**src/rtl/vedic_pkg.sv**
```systemverilog
// Shared definitions for the iterative Urdhva-Tiryagbhyam multiplier.
// Optional macro VEDIC_SIGNED_EN (consumed by vedic_mult_seq) selects
// two's-complement operands.
package vedic_pkg;

    // Digit width handled by one cross-product cell
    localparam int BLK_W = 2;

    typedef enum logic [1:0] {
        IDLE = 2'd0,
        CALC = 2'd1,
        DONE = 2'd2
    } state_e;

    // Index width helper; never returns less than 1 so a single-digit
    // configuration still gets a legal 1-bit counter.
    function automatic int clog2(input int v);
        int r;
        r = 0;
        while ((1 << r) < v) r++;
        return (r < 1) ? 1 : r;
    endfunction

endpackage

```
**src/rtl/vedic_blk_2x2.sv**
```systemverilog
// 2-bit x 2-bit combinational digit product built from two half adders.
module vedic_blk_2x2 (
    input  logic [1:0] a_i,
    input  logic [1:0] b_i,
    output logic [3:0] p_o
);
    logic pp01, pp10, pp11;
    logic s1, c1, s2, c2;

    assign pp01 = a_i[0] & b_i[1];
    assign pp10 = a_i[1] & b_i[0];
    assign pp11 = a_i[1] & b_i[1];

    // Half adder on the two middle partial products
    assign s1 = pp01 ^ pp10;
    assign c1 = pp01 & pp10;
    // Half adder folding that carry into the top partial product
    assign s2 = pp11 ^ c1;
    assign c2 = pp11 & c1;

    assign p_o = {c2, s2, s1, a_i[0] & b_i[0]};

endmodule

```
**src/rtl/vedic_mult_seq.sv**
```systemverilog
// Iterative Urdhva-Tiryagbhyam multiplier: one 2x2 digit cross-product per
// clock, accumulated shifted into a 2*WIDTH-bit product.
// Define VEDIC_SIGNED_EN for two's-complement operands (sign-magnitude
// internally, same latency).
module vedic_mult_seq
    import vedic_pkg::*;
#(
    parameter int WIDTH = 4
) (
    input  logic               clk,
    input  logic               rst,
    input  logic               in_valid,
    output logic               in_ready,
    input  logic [WIDTH-1:0]   a,
    input  logic [WIDTH-1:0]   b,
    output logic               out_valid,
    input  logic               out_ready,
    output logic [2*WIDTH-1:0] p,
    output logic               busy
);
    localparam int DIGITS = WIDTH / BLK_W;
    localparam int PWIDTH = 2 * WIDTH;
    localparam int IDX_W  = clog2(DIGITS);
    localparam logic [IDX_W-1:0] LAST = IDX_W'(DIGITS - 1);

    state_e              state_q, state_d;
    logic [WIDTH-1:0]    a_q, a_d, b_q, b_d;
    logic [IDX_W-1:0]    i_q, i_d, j_q, j_d;
    logic [PWIDTH-1:0]   acc_q, acc_d, p_q, p_d;
`ifdef VEDIC_SIGNED_EN
    logic                sign_q, sign_d;
`endif

    logic [WIDTH-1:0]    a_sh, b_sh;
    logic [3:0]          blk_p;
    logic [IDX_W+1:0]    shamt;
    logic [PWIDTH-1:0]   sum;

    // Digit muxes: pick digit i of a and digit j of b
    assign a_sh  = a_q >> {i_q, 1'b0};
    assign b_sh  = b_q >> {j_q, 1'b0};
    assign shamt = {({1'b0, i_q} + {1'b0, j_q}), 1'b0};

    vedic_blk_2x2 u_blk (
        .a_i (a_sh[1:0]),
        .b_i (b_sh[1:0]),
        .p_o (blk_p)
    );

    // Weight the digit product by 4^(i+j) and add to the running sum
    assign sum = acc_q + (PWIDTH'(blk_p) << shamt);

    assign p = p_q;

    // State and datapath registers
    always_ff @(posedge clk or posedge rst) begin
        if (rst) begin
            state_q <= IDLE;
            a_q     <= '0;
            b_q     <= '0;
            i_q     <= '0;
            j_q     <= '0;
            acc_q   <= '0;
            p_q     <= '0;
`ifdef VEDIC_SIGNED_EN
            sign_q  <= 1'b0;
`endif
        end else begin
            state_q <= state_d;
            a_q     <= a_d;
            b_q     <= b_d;
            i_q     <= i_d;
            j_q     <= j_d;
            acc_q   <= acc_d;
            p_q     <= p_d;
`ifdef VEDIC_SIGNED_EN
            sign_q  <= sign_d;
`endif
        end
    end

    // Next-state, digit walk and handshake outputs
    always_comb begin
        state_d   = state_q;
        a_d       = a_q;
        b_d       = b_q;
        i_d       = i_q;
        j_d       = j_q;
        acc_d     = acc_q;
        p_d       = p_q;
`ifdef VEDIC_SIGNED_EN
        sign_d    = sign_q;
`endif
        in_ready  = 1'b0;
        out_valid = 1'b0;
        busy      = 1'b0;

        unique case (state_q)
            IDLE: begin
                in_ready = 1'b1;
                if (in_valid) begin
`ifdef VEDIC_SIGNED_EN
                    // Magnitudes fit in WIDTH unsigned bits, including -2^(WIDTH-1)
                    a_d    = a[WIDTH-1] ? (~a + 1'b1) : a;
                    b_d    = b[WIDTH-1] ? (~b + 1'b1) : b;
                    sign_d = a[WIDTH-1] ^ b[WIDTH-1];
`else
                    a_d    = a;
                    b_d    = b;
`endif
                    acc_d   = '0;
                    i_d     = '0;
                    j_d     = '0;
                    state_d = CALC;
                end
            end
            CALC: begin
                busy  = 1'b1;
                acc_d = sum;
                if (j_q == LAST) begin
                    j_d = '0;
                    if (i_q == LAST) begin
                        state_d = DONE;
`ifdef VEDIC_SIGNED_EN
                        p_d = sign_q ? (~sum + 1'b1) : sum;
`else
                        p_d = sum;
`endif
                    end else begin
                        i_d = i_q + 1'b1;
                    end
                end else begin
                    j_d = j_q + 1'b1;
                end
            end
            DONE: begin
                out_valid = 1'b1;
                if (out_ready) state_d = IDLE;
            end
            default: state_d = IDLE;
        endcase
    end

endmodule

```
**config.mk**
```make
export PLATFORM = sky130hd
export DESIGN_NAME = vedic_mult_seq
export DESIGN_NICKNAME = d
export VERILOG_FILES = /design/src/rtl/vedic_pkg.sv /design/src/rtl/vedic_blk_2x2.sv /design/src/rtl/vedic_mult_seq.sv
export SDC_FILE = /design/constraint.sdc
export NUM_CORES = 1
export LEC_CHECK = 0
export BUFFER_PORTS_ARGS = -buffer_cell sky130_fd_sc_hd__buf_2
export CAP_MARGIN = 20
export CORE_UTILIZATION = 50
export DETAILED_ROUTE_END_ITERATION = 12
export GPL_ROUTABILITY_DRIVEN = 0
export GPL_TIMING_DRIVEN = 0
export PLACE_DENSITY = 0.81
export SKIP_LAST_GASP = 1
export SYNTH_ARGS = -nofsm -noshare
export SYNTH_HDL_FRONTEND = slang
export SYNTH_SLANG_ARGS = --single-unit
```
**constraint.sdc**
```tcl
create_clock -name clk -period 3.1 [get_ports clk]
set_input_delay 0.155 -clock clk [delete_from_list [all_inputs] [get_ports clk]]
set_output_delay 0.155 -clock clk [all_outputs]
set_load 0.05 [all_outputs]
```
==> out/qor.yml, run 1 <==
whs_ps: 246
num_io_pins: 23
pwr_density_cell_mw_per_mm2: 1070
cts_max_path_buffers: 2
grtUsageMet2_pct: 37.3
power_switching_mw: 1.01
synth_area_per_cell_um2: 9.28
swShare_pct: 47.6
synth_flop_cell: "dfrtp_1"
stdcell_count: 252
clk_latency_ps: 350
synth-simple-area-share_pct: 20.1
grt_use_met3_pct: 5.13
cp.arrival_ps: 3210
tightest_slew_ps: 432
drc: 0
grt_pass1_wl_mm: 5.33
fp.dieW_um: 58.2
antenna_left: 0
crit_cells: 12
power.total_mw: 2.12
syn_to_final_growth_pct: 25.4
grt_overflow: 0
p_comb_share_pct: 59.3
skew_ps: 7.33
synth_top_family_by_area: "simple AND/OR/NAND/NOR gates"
min_path_type: "input pin to async pin"
drv_cap: 0
io_buffers: 22
vias_per_cell: 5.17
cp_max_fo: 7
fillers: 247
antenna_found_initial: 0
synth-edff-count: 0
drt_pass1_iterations: 4
crit_path_max_incr_delay_ps: 390
cts.htree.levels: 1
grt_usage_pct: 21.2
post-route-util_pct: 65.3
ys_warn_count: 0
required_ps: 3350
crit_family: "adder cells"
clock_power_share_pct: 11.6
synth_mux_area_share_pct: 5.95
die_h_um: 58.2
outcome: "complete, no violations"
rr_endpoint: "p[7]"
max_freq_mhz: 337
slew_viol_final: 0
drive_gt1_share_pct: 24.0
setup_viol: 0
layout_common_cells: "nand2_1 (42), dfrtp_1 (27), buf_2 (23)"
ir_drop_uv: 581
crit_path_start_kind: "register"
clock-root-buffer: "clkbuf_4"
grt_use_met1_pct: 23.9
final_cell_area_mm2: 0.00198
n_antenna_cell: 0
core_mm2: 0.00303
routed_wl_mm: 3.31
leakage_nw: 1.01
post_dp_cell_area_mm2: 0.00174
synth_fa_ha_area_share_pct: 9.20
drt_iter0_drc: 42
ys_types: 38
timing.reg2reg.setup_slack_ps: 140
synth_seq_cells: 28
grt_most_used_layer: "met2"
crit_top_cell: "ha_1"
worstReg2RegStart: "j_q"
syn_inst: 170
rr_worst_depth: 12
wl_per_cell_um: 13.1
syn_area_mm2: 0.00158
die_area_mm2: 0.00338
crit_buf_inv: 2
cts.clk_slew.worst_paths_ps: 150
initial_core_util_pct: 52.1
dp_hpwl_mm: 2.18
placedCellCount: 236
end_kind: "register"
mappedNetlistNets: 193
final_common_cell: "nand2_1"
cp_slowest_cell: "dfrtp_1"
path_class: "register to register"
p_int_mw: 1.11
cts_buffers: 3
async_flop_share_pct: 100
fin_nets: 232
synthXorXnorAreaFrac_pct: 3.65
cts_tree: "done"
seq_power_share_pct: 29.1
row_count: 20
crit_chain: "buf_6 -> mux2i_4 -> nor2_1 -> ha_1 -> inv_1 -> nor3_1 -> ha_1 -> a211oi_2 -> o211ai_2 -> nand2_2 -> xnor3_1 -> mux2_2"
cts.sinks: 28
synth_compound_area_share_pct: 13.0
relSlewSlack_pct: 71.2
min_period_ps: 2960
period_share_pct: 95.6
grt_max_degree: 29
vias: 1303
hold_violations: 0
grt_pass1_vias: 1291
ys_seq_area_share_pct: 44.4
==> flip-flops by register name, summed over array words and instances, names as in the netlist <==
register  cells
state_q       2
acc_q         8
i_q           1
j_q           1
a_q           4
p             8
b_q           4
==> cells in the mapped netlist, types with 3 or more instances <==
library cell	n	area (µm²)
nor3_1	3	15.0
mux2_2	3	33.8
a21oi_1	5	25.0
nor2_1	9	33.8
nand3_1	8	40.0
dfrtp_1	28	701
nand2b_1	3	18.8
o22ai_1	3	18.8
o21ai_0	14	70.1
ha_1	10	125
mux2i_1	6	60.1
clkbuf_1	3	11.3
nand2_1	42	158
inv_1	5	18.8
==> power by group through the flow <==
stage               Clock [mW]  Sequential (mW)  Combinational, mW
CTS                      0.252            0.611               1.17
global route             0.265            0.635               1.39
detailed placement           0            0.619               1.15
global placement             0            0.612               1.12
floorplan                    0            0.720              0.804
finish                   0.245            0.617               1.25
==> what timing repair did <==
| action | CTS | global route |
|---|---|---|
| buffers inserted | 0 | 1 |
| resized for setup | 1 | 8 |
| pin swaps | 0 | 4 |
| setup endpoints to repair | 1 | 6 |
| hold buffers | 9 | 1 |
| hold endpoints to repair | 9 | 28 |
==> area by class of cell <==
cell class / count / area [µm²] / share of cell area (%)
multi-input cells: 130 / 865 / 43.7
flip-flops and latches: 28 / 702 / 35.5
repair buffers: 34 / 245 / 12.4
well taps: 44 / 55.1 / 2.78
plain buffers: 7 / 40.0 / 2.02
clock inverters: 1 / 30.0 / 1.52
clock buffers: 3 / 22.5 / 1.14
inverters: 5 / 18.8 / 0.949
==> tightest hold or removal path: stages <==
cell	delay, ps
dlygate4sd3_1	530
buf_2	120
inv_1	210
==> layer usage <==
layer | share of wire [%] | routed length, µm | up-vias
li1 | - | - | 657
met1 | 42 | 1400 | 616
met2 | 53 | 1750 | 25
met3 | 3.1 | 101 | 5
met4 | 1.7 | 57 | 0
met5 | 0 | 0 | -
==> worst max path at each step <==
stage | from | to | slack, ps
4_1_cts | j_q | p[7] | 30
2_1_floorplan | j_q | p[7] | 300
5_1_grt | j_q | p[7] | -8
3_3_place_gp | j_q | p[7] | 60
3_5_place_dp | j_q | p[7] | 8
6_report | j_q | p[7] | 140
==> stage by stage <==
stage	TNS (ps)	setup slack, ps
2_1_floorplan	0	295
3_3_place_gp	0	57.3
3_5_place_dp	0	8.11
4_1_cts	0	25.8
5_1_grt	-8.47	-8.47
6_report	0	136
==> cells by family after synthesis <==
group | Yosys count
xor+xnor | 5
flops | 28
buf+inv | 12
compound gates | 33
mux | 9
simple gates | 72
fa+ha+maj | 11
Power figures use the tool's default switching activity.
==> run 2: changes to the inputs <==
--- a/config.mk
+++ b/config.mk
@@ -7,11 +7,12 @@
 export LEC_CHECK = 0
 export BUFFER_PORTS_ARGS = -buffer_cell sky130_fd_sc_hd__buf_2
 export CAP_MARGIN = 20
-export CORE_UTILIZATION = 50
+export CORE_UTILIZATION = 45
 export DETAILED_ROUTE_END_ITERATION = 12
 export GPL_ROUTABILITY_DRIVEN = 0
 export GPL_TIMING_DRIVEN = 0
-export PLACE_DENSITY = 0.81
+export PLACE_DENSITY = 0.75
+export RECOVER_POWER = 25
 export SKIP_LAST_GASP = 1
 export SYNTH_ARGS = -nofsm -noshare
 export SYNTH_HDL_FRONTEND = slang
==> run 2 against run 1 <==
Effect of this change:
- non-clock buffer count is 7 lower
- sequential share of layout area increased by 2.3 points
- first-iteration DRC count fell by 55%
- core utilization decreased by 9.7 points
- critical endpoint unchanged
- largest power group unchanged
==> out/qor.yml, run 2 (synthesis results as in run 1) <==
drt_pass1_iterations: 4  # unchanged
clk_latency_ps: 330  # was 350 ps
cts.clk_slew.worst_paths_ps: 150  # about the same
crit_path_start_kind: "register"  # unchanged
grt_pass1_wl_mm: 5.23  # was 5.33 mm
final_common_cell: "nand2_1"  # unchanged
hold_violations: 0  # unchanged
min_path_type: "input pin to register"  # was input pin to async pin
rsz0062_at_grt: "false"
drt_iter0_drc: 19  # was 42
antenna_found_initial: 0  # unchanged
min_period_ps: 2940  # was 2960 ps
vias: 1258  # was 1,303
pwr_density_cell_mw_per_mm2: 1100  # was 1070 mW/mm²
ir_drop_uv: 710  # was 581 µV
grt_pass1_vias: 1197  # was 1,291
clock_power_share_pct: 8.7  # was 11.6%
antenna_left: 0  # unchanged
io_buffers: 22  # unchanged
die_h_um: 61.2  # was 58.2 µm
num_io_pins: 23  # unchanged
drv_cap: 0  # unchanged
swShare_pct: 48.7  # was 47.6%
routed_wl_mm: 3.16  # was 3.31 mm
drc: 0  # unchanged
placedCellCount: 238  # was 236
cp_max_fo: 7  # unchanged
crit_path_max_incr_delay_ps: 390  # about the same
required_ps: 3330  # was 3350 ps
clock-root-buffer: "clkbuf_4"  # unchanged
grt_overflow: 0  # unchanged
cts.sinks: 28  # unchanged
dp_hpwl_mm: 2.27  # was 2.18 mm
cts.htree.levels: 1  # unchanged
p_int_mw: 1.05  # was 1.11 mW
fillers: 322  # was 247
row_count: 21  # was 20
tns_ps: 0  # unchanged
multi_input_area_um2: 855  # was 865 µm²
end_kind: "register"  # unchanged
layout_common_cells: "nand2_1 (42), dfrtp_1 (27), buf_2 (23)"  # unchanged
relSlewSlack_pct: 46.7  # was 71.2%
crit_chain: "buf_6 -> mux2i_2 -> nor2_1 -> ha_1 -> ha_4 -> a21oi_2 -> nor2_1 -> ha_1 -> o21ai_2 -> o211ai_2 -> nand2_2 -> xnor3_1 -> mux2_2"  # was buf_6 -> mux2i_4 -> nor2_1 -> ha_1 -> inv_1 -> nor3_1 -> ha_1 -> a211oi_2 -> o211ai_2 -> nand2_2 -> xnor3_1 -> mux2_2
seq_power_share_pct: 30.0  # was 29.1%
cp.arrival_ps: 3180  # was 3210 ps
tightest_slew_ps: 799  # was 432 ps
cts_tree: "done"  # unchanged
grt_max_degree: 29  # unchanged
core_mm2: 0.00334  # was 0.00303 mm²
die_area_mm2: 0.00375  # was 0.00338 mm²
initial_core_util_pct: 47.3  # was 52.1%
leakage_nw: 0.966  # was 1.01 nW
area.sequential_um2: 702  # unchanged
fp.dieW_um: 61.2  # was 58.2 µm
stdcell_count: 247  # was 252
max_freq_mhz: 340  # was 337 MHz
cp_slowest_cell: "dfrtp_1"  # unchanged
post-route-util_pct: 55.7  # was 65.3%
syn_to_final_growth_pct: 17.8  # was 25.4%
cts_buffers: 3  # unchanged
fin_nets: 225  # was 232
vias_per_cell: 5.09  # was 5.17
drive_gt1_share_pct: 24.9  # was 24.0%
slew_viol_final: 0  # unchanged
outcome: "complete, no violations"  # unchanged
p_comb_share_pct: 61.2  # was 59.3%
cts_max_path_buffers: 2  # unchanged
wl_per_cell_um: 12.8  # was 13.1 µm
skew_ps: 5.33  # was 7.33 ps
path_class: "register to register"  # unchanged
power_switching_mw: 1.00  # was 1.01 mW
n_antenna_cell: 0  # unchanged
grt_usage_pct: 19.0  # was 21.2%
period_share_pct: 95.0  # was 95.6%
setup_viol: 0  # unchanged
==> run 2: cell types whose count changed in the layout (fill, tap and decap cells not counted), sizes merged <==
cell,change
dlygate4sd3,-8
bufinv,-1
clkbuf,+2
==> run 2: layer usage <==
| layer | share of wire [%] | vias to the layer above | track usage (%) | routed length [µm] |
|---|---|---|---|---|
| met3 | 2.7 | 7 | 2.94 | 85 |
| li1 | - | 640 | - | - |
| met4 | 1.3 | 0 | 5.52 | 40 |
| met1 | 46 | 585 | 23.2 | 1450 |
| met5 | 0 | - | 0 | 0 |
| met2 | 50 | 26 | 34.6 | 1590 |
==> run 2: worst max-delay path, delay by kind of cell, from the launching register on <==
| kind | cells | cell delay (ps) |
|---|---|---|
| DFF | 1 | 390 |
| muxes | 2 | 480 |
| and+or+nand+nor | 3 | 220 |
| buffers and inverters | 1 | 140 |
| xor gates and xnor gates | 1 | 330 |
| AOI/OAI and AO/OA | 3 | 470 |
| adders and majority gates | 3 | 820 |
==> run 2: final cells by class <==
cell class	instances	share of cell area [%]
plain buffers	7	2.15
repair buffers	27	8.01
inverters	5	1.01
well taps	46	3.10
flip-flops and latches	28	37.8
multi-input cells	130	46.0
clock buffers	4	1.95
==> run 2: worst paths after layout <==
path / endpoint / cells after the start / start / slack [ps]
min: a_q[2] / 3 / a[2] / 3
max reg2reg: p[7] / 13 / j_q / 160
max in group asynchronous: i_q / 4 / rst / 1570
min reg2reg: acc_q[7] / 1 / acc_q[7] / 490
min in group asynchronous: state_q[1] / 3 / rst / 380
max: p[7] / 13 / j_q / 160
==> run 2: power by group through the flow <==
| stage | combinational (mW) | sequential [mW] | clock, mW |
|---|---|---|---|
| 6_report | 1.26 | 0.616 | 0.180 |
| 5_1_grt | 1.38 | 0.635 | 0.201 |
| 4_1_cts | 1.17 | 0.613 | 0.185 |
| 3_5_place_dp | 1.16 | 0.619 | 0 |
| 3_3_place_gp | 1.13 | 0.613 | 0 |
| 2_1_floorplan | 0.804 | 0.720 | 0 |
==> run 2: repair_timing <==
action / CTS / global route
pin swaps: 0 / 5
hold endpoints to repair: 1 / 14
hold buffers: 1 / 1
setup endpoints to repair: 1 / 6
gates cloned: 0 / 0
resized for setup: 1 / 7
buffers inserted: 0 / 2
==> run 2: per-stage QoR <==
stage	power [mW]	setup WS [ps]	hold slack, ps	instance area (µm²)
after floorplan	1.52	295	220	1580
after global placement	1.74	100	344	1750
after detailed placement	1.78	16.9	348	1750
after CTS	1.97	13.5	1.17	1790
after global routing	2.22	31.9	2.92	1860
final	2.05	156	2.94	1860
==> run 3: changes to the inputs <==
--- a/config.mk
+++ b/config.mk
@@ -11,7 +11,7 @@
 export DETAILED_ROUTE_END_ITERATION = 12
 export GPL_ROUTABILITY_DRIVEN = 0
 export GPL_TIMING_DRIVEN = 0
-export PLACE_DENSITY = 0.75
+export PLACE_DENSITY_LB_ADDON = 0.25
 export RECOVER_POWER = 25
 export SKIP_LAST_GASP = 1
 export SYNTH_ARGS = -nofsm -noshare
==> run 3 against run 2 <==
Effect of this change:
- fmax decreased by 0.50%
- highest routed layer unchanged
- sequential cell count unchanged
- via count increased by 2.9%
- critical path type unchanged
==> out/qor.yml, run 3 (synthesis results as in run 1) <==
hold_violations: 0  # unchanged
layout_common_cells: "nand2_1 (42), dfrtp_1 (27), buf_2 (23)"  # unchanged
cts_max_path_buffers: 2  # unchanged
post_dp_cell_area_mm2: 0.00175  # unchanged
crit_cells: 13  # unchanged
n_antenna_cell: 0  # unchanged
drc: 0  # unchanged
leakage_nw: 0.996  # was 0.966 nW
crit_chain: "buf_6 -> mux2i_2 -> nor2_1 -> ha_1 -> ha_4 -> a21oi_2 -> nor2b_1 -> ha_1 -> a21oi_2 -> o211ai_2 -> nand2_2 -> xnor3_1 -> mux2_2"  # was buf_6 -> mux2i_2 -> nor2_1 -> ha_1 -> ha_4 -> a21oi_2 -> nor2_1 -> ha_1 -> o21ai_2 -> o211ai_2 -> nand2_2 -> xnor3_1 -> mux2_2
die_h_um: 61.2  # unchanged
placedCellCount: 238  # unchanged
end_kind: "register"  # unchanged
fillers: 324  # was 322
hold_start: "a[2]"  # unchanged
stdcell_count: 252  # was 247
crit_family: "adder cells"  # unchanged
vias_per_cell: 5.14  # was 5.09
cts.htree.levels: 1  # unchanged
pwr_density_cell_mw_per_mm2: 1100  # about the same
whs_ps: 0.155  # was 2.94 ps
fin_nets: 230  # was 225
cp.arrival_ps: 3200  # was 3180 ps
clk_latency_ps: 340  # was 330 ps
cp_slowest_cell: "dfrtp_1"  # unchanged
grt_overflow: 0  # unchanged
crit_path_start_kind: "register"  # unchanged
tightest_slew_ps: 747  # was 799 ps
clock_power_share_pct: 11.5  # was 8.7%
relSlewSlack_pct: 50.2  # was 46.7%
die_area_mm2: 0.00375  # unchanged
skew_ps: 7.35  # was 5.33 ps
period_share_pct: 95.4  # was 95.0%
swShare_pct: 47.7  # was 48.7%
power.total_mw: 2.12  # was 2.05 mW
core_mm2: 0.00334  # unchanged
cts_buffers: 3  # unchanged
outcome: "complete, no violations"  # unchanged
worstReg2RegStart: "j_q"  # unchanged
fp.dieW_um: 61.2  # unchanged
grt_pass1_vias: 1330  # was 1,197
hold_path_depth: 3  # unchanged
dp_hpwl_mm: 2.44  # was 2.27 mm
antenna_found_initial: 0  # unchanged
min_path_type: "input pin to register"  # unchanged
max_freq_mhz: 338  # was 340 MHz
drt_pass1_iterations: 4  # unchanged
path_class: "register to register"  # unchanged
antenna_left: 0  # unchanged
drv_cap: 0  # unchanged
cp_max_fo: 7  # unchanged
clock-root-buffer: "clkbuf_4"  # unchanged
syn_to_final_growth_pct: 22.4  # was 17.8%
initial_core_util_pct: 47.3  # unchanged
io_buffers: 22  # unchanged
cts.clk_slew.worst_paths_ps: 150  # about the same
ir_drop_uv: 451  # was 710 µV
drt_iter0_drc: 48  # was 19
row_count: 21  # unchanged
min_period_ps: 2960  # was 2940 ps
rr_worst_depth: 13  # unchanged
vias: 1295  # was 1,258
grt_pass1_wl_mm: 5.64  # was 5.23 mm
grt_usage_pct: 21.0  # was 19.0%
seq_power_share_pct: 29.0  # was 30.0%
cts.sinks: 28  # unchanged
drive_gt1_share_pct: 24.8  # was 24.9%
crit_start: "j_q"  # unchanged
setup_viol: 0  # unchanged
p_int_mw: 1.11  # was 1.05 mW
cts_tree: "done"  # unchanged
power_switching_mw: 1.01  # was 1.00 mW
p_comb_share_pct: 59.5  # was 61.2%
grt_max_degree: 29  # unchanged
final_cell_area_mm2: 0.00193  # was 0.00186 mm²
final_common_cell: "nand2_1"  # unchanged
required_ps: 3340  # was 3330 ps
routed_wl_mm: 3.29  # was 3.16 mm
num_io_pins: 23  # unchanged
wl_per_cell_um: 13.1  # was 12.8 µm
slew_viol_final: 0  # unchanged
crit_buf_inv: 1  # unchanged
crit_path_max_incr_delay_ps: 400  # was 390 ps
[run 3: repair_timing]
item | CTS | global route
endpoints found under the setup margin | 2 | 6
endpoints found under the hold margin | 6 | 14
cloned | 0 | 0
gates resized for setup | 3 | 7
pin swaps | 0 | 6
setup buffers | 0 | 2
hold buffers | 6 | 1
[run 3: power groups by stage]
stage	combinational (mW)	sequential (mW)	clock, mW
2_1_floorplan	0.804	0.720	0
3_3_place_gp	1.11	0.613	0
3_5_place_dp	1.16	0.621	0
4_1_cts	1.19	0.613	0.248
5_1_grt	1.41	0.636	0.262
6_report	1.26	0.615	0.244
[run 3: worst paths after layout]
| kind | slack [ps] | to |
|---|---|---|
| min in group asynchronous | 380 | b_q[1] |
| max in group asynchronous | 1640 | i_q |
| hold reg to reg | 490 | acc_q[7] |
| setup reg to reg | 140 | p[7] |
| hold / removal | 0.2 | a_q[2] |
| setup / recovery | 140 | p[7] |
[run 3: area by class of cell]
class / count / area (µm²) / share of cell area (%)
multi-input cells: 130 / 861 / 44.6
plain buffers: 7 / 40.0 / 2.07
clock inverters: 1 / 30.0 / 1.56
inverters: 5 / 18.8 / 0.972
well taps: 46 / 57.6 / 2.98
flip-flops and latches: 28 / 702 / 36.4
repair buffers: 32 / 199 / 10.3
clock buffers: 3 / 22.5 / 1.17
[run 3: worst register-to-register path: cells and delay by family, from the launching register on]
kind | cells | cell delay, ps
AND/OR/NAND/NOR | 3 | 250
XOR/XNOR | 1 | 280
buffers and inverters | 1 | 140
multiplexers | 2 | 490
flip-flops | 1 | 400
adder cells (fa/ha/maj) | 3 | 810
AO/OA/AOI/OAI | 3 | 510
[run 3: metal layers]
metal  vias to the layer above  part of all wire, %  global-route usage (%)
li1                        648                    -                       -
met1                       620                   42                    23.9
met2                        20                   54                    39.4
met3                         7                  1.9                    2.73
met4                         0                  1.8                    8.44
met5                         -                    0                       0
[run 3: per-stage QoR]
stage,utilization (%),TNS [ps],worst slack [ps]
detailed placement,52.3,-86.6,-86.6
global placement,52.3,0,71.5
global route,57.9,-9.88,-9.88
floorplan,-,0,295
CTS,55.9,0,22.2
finish,57.9,0,141
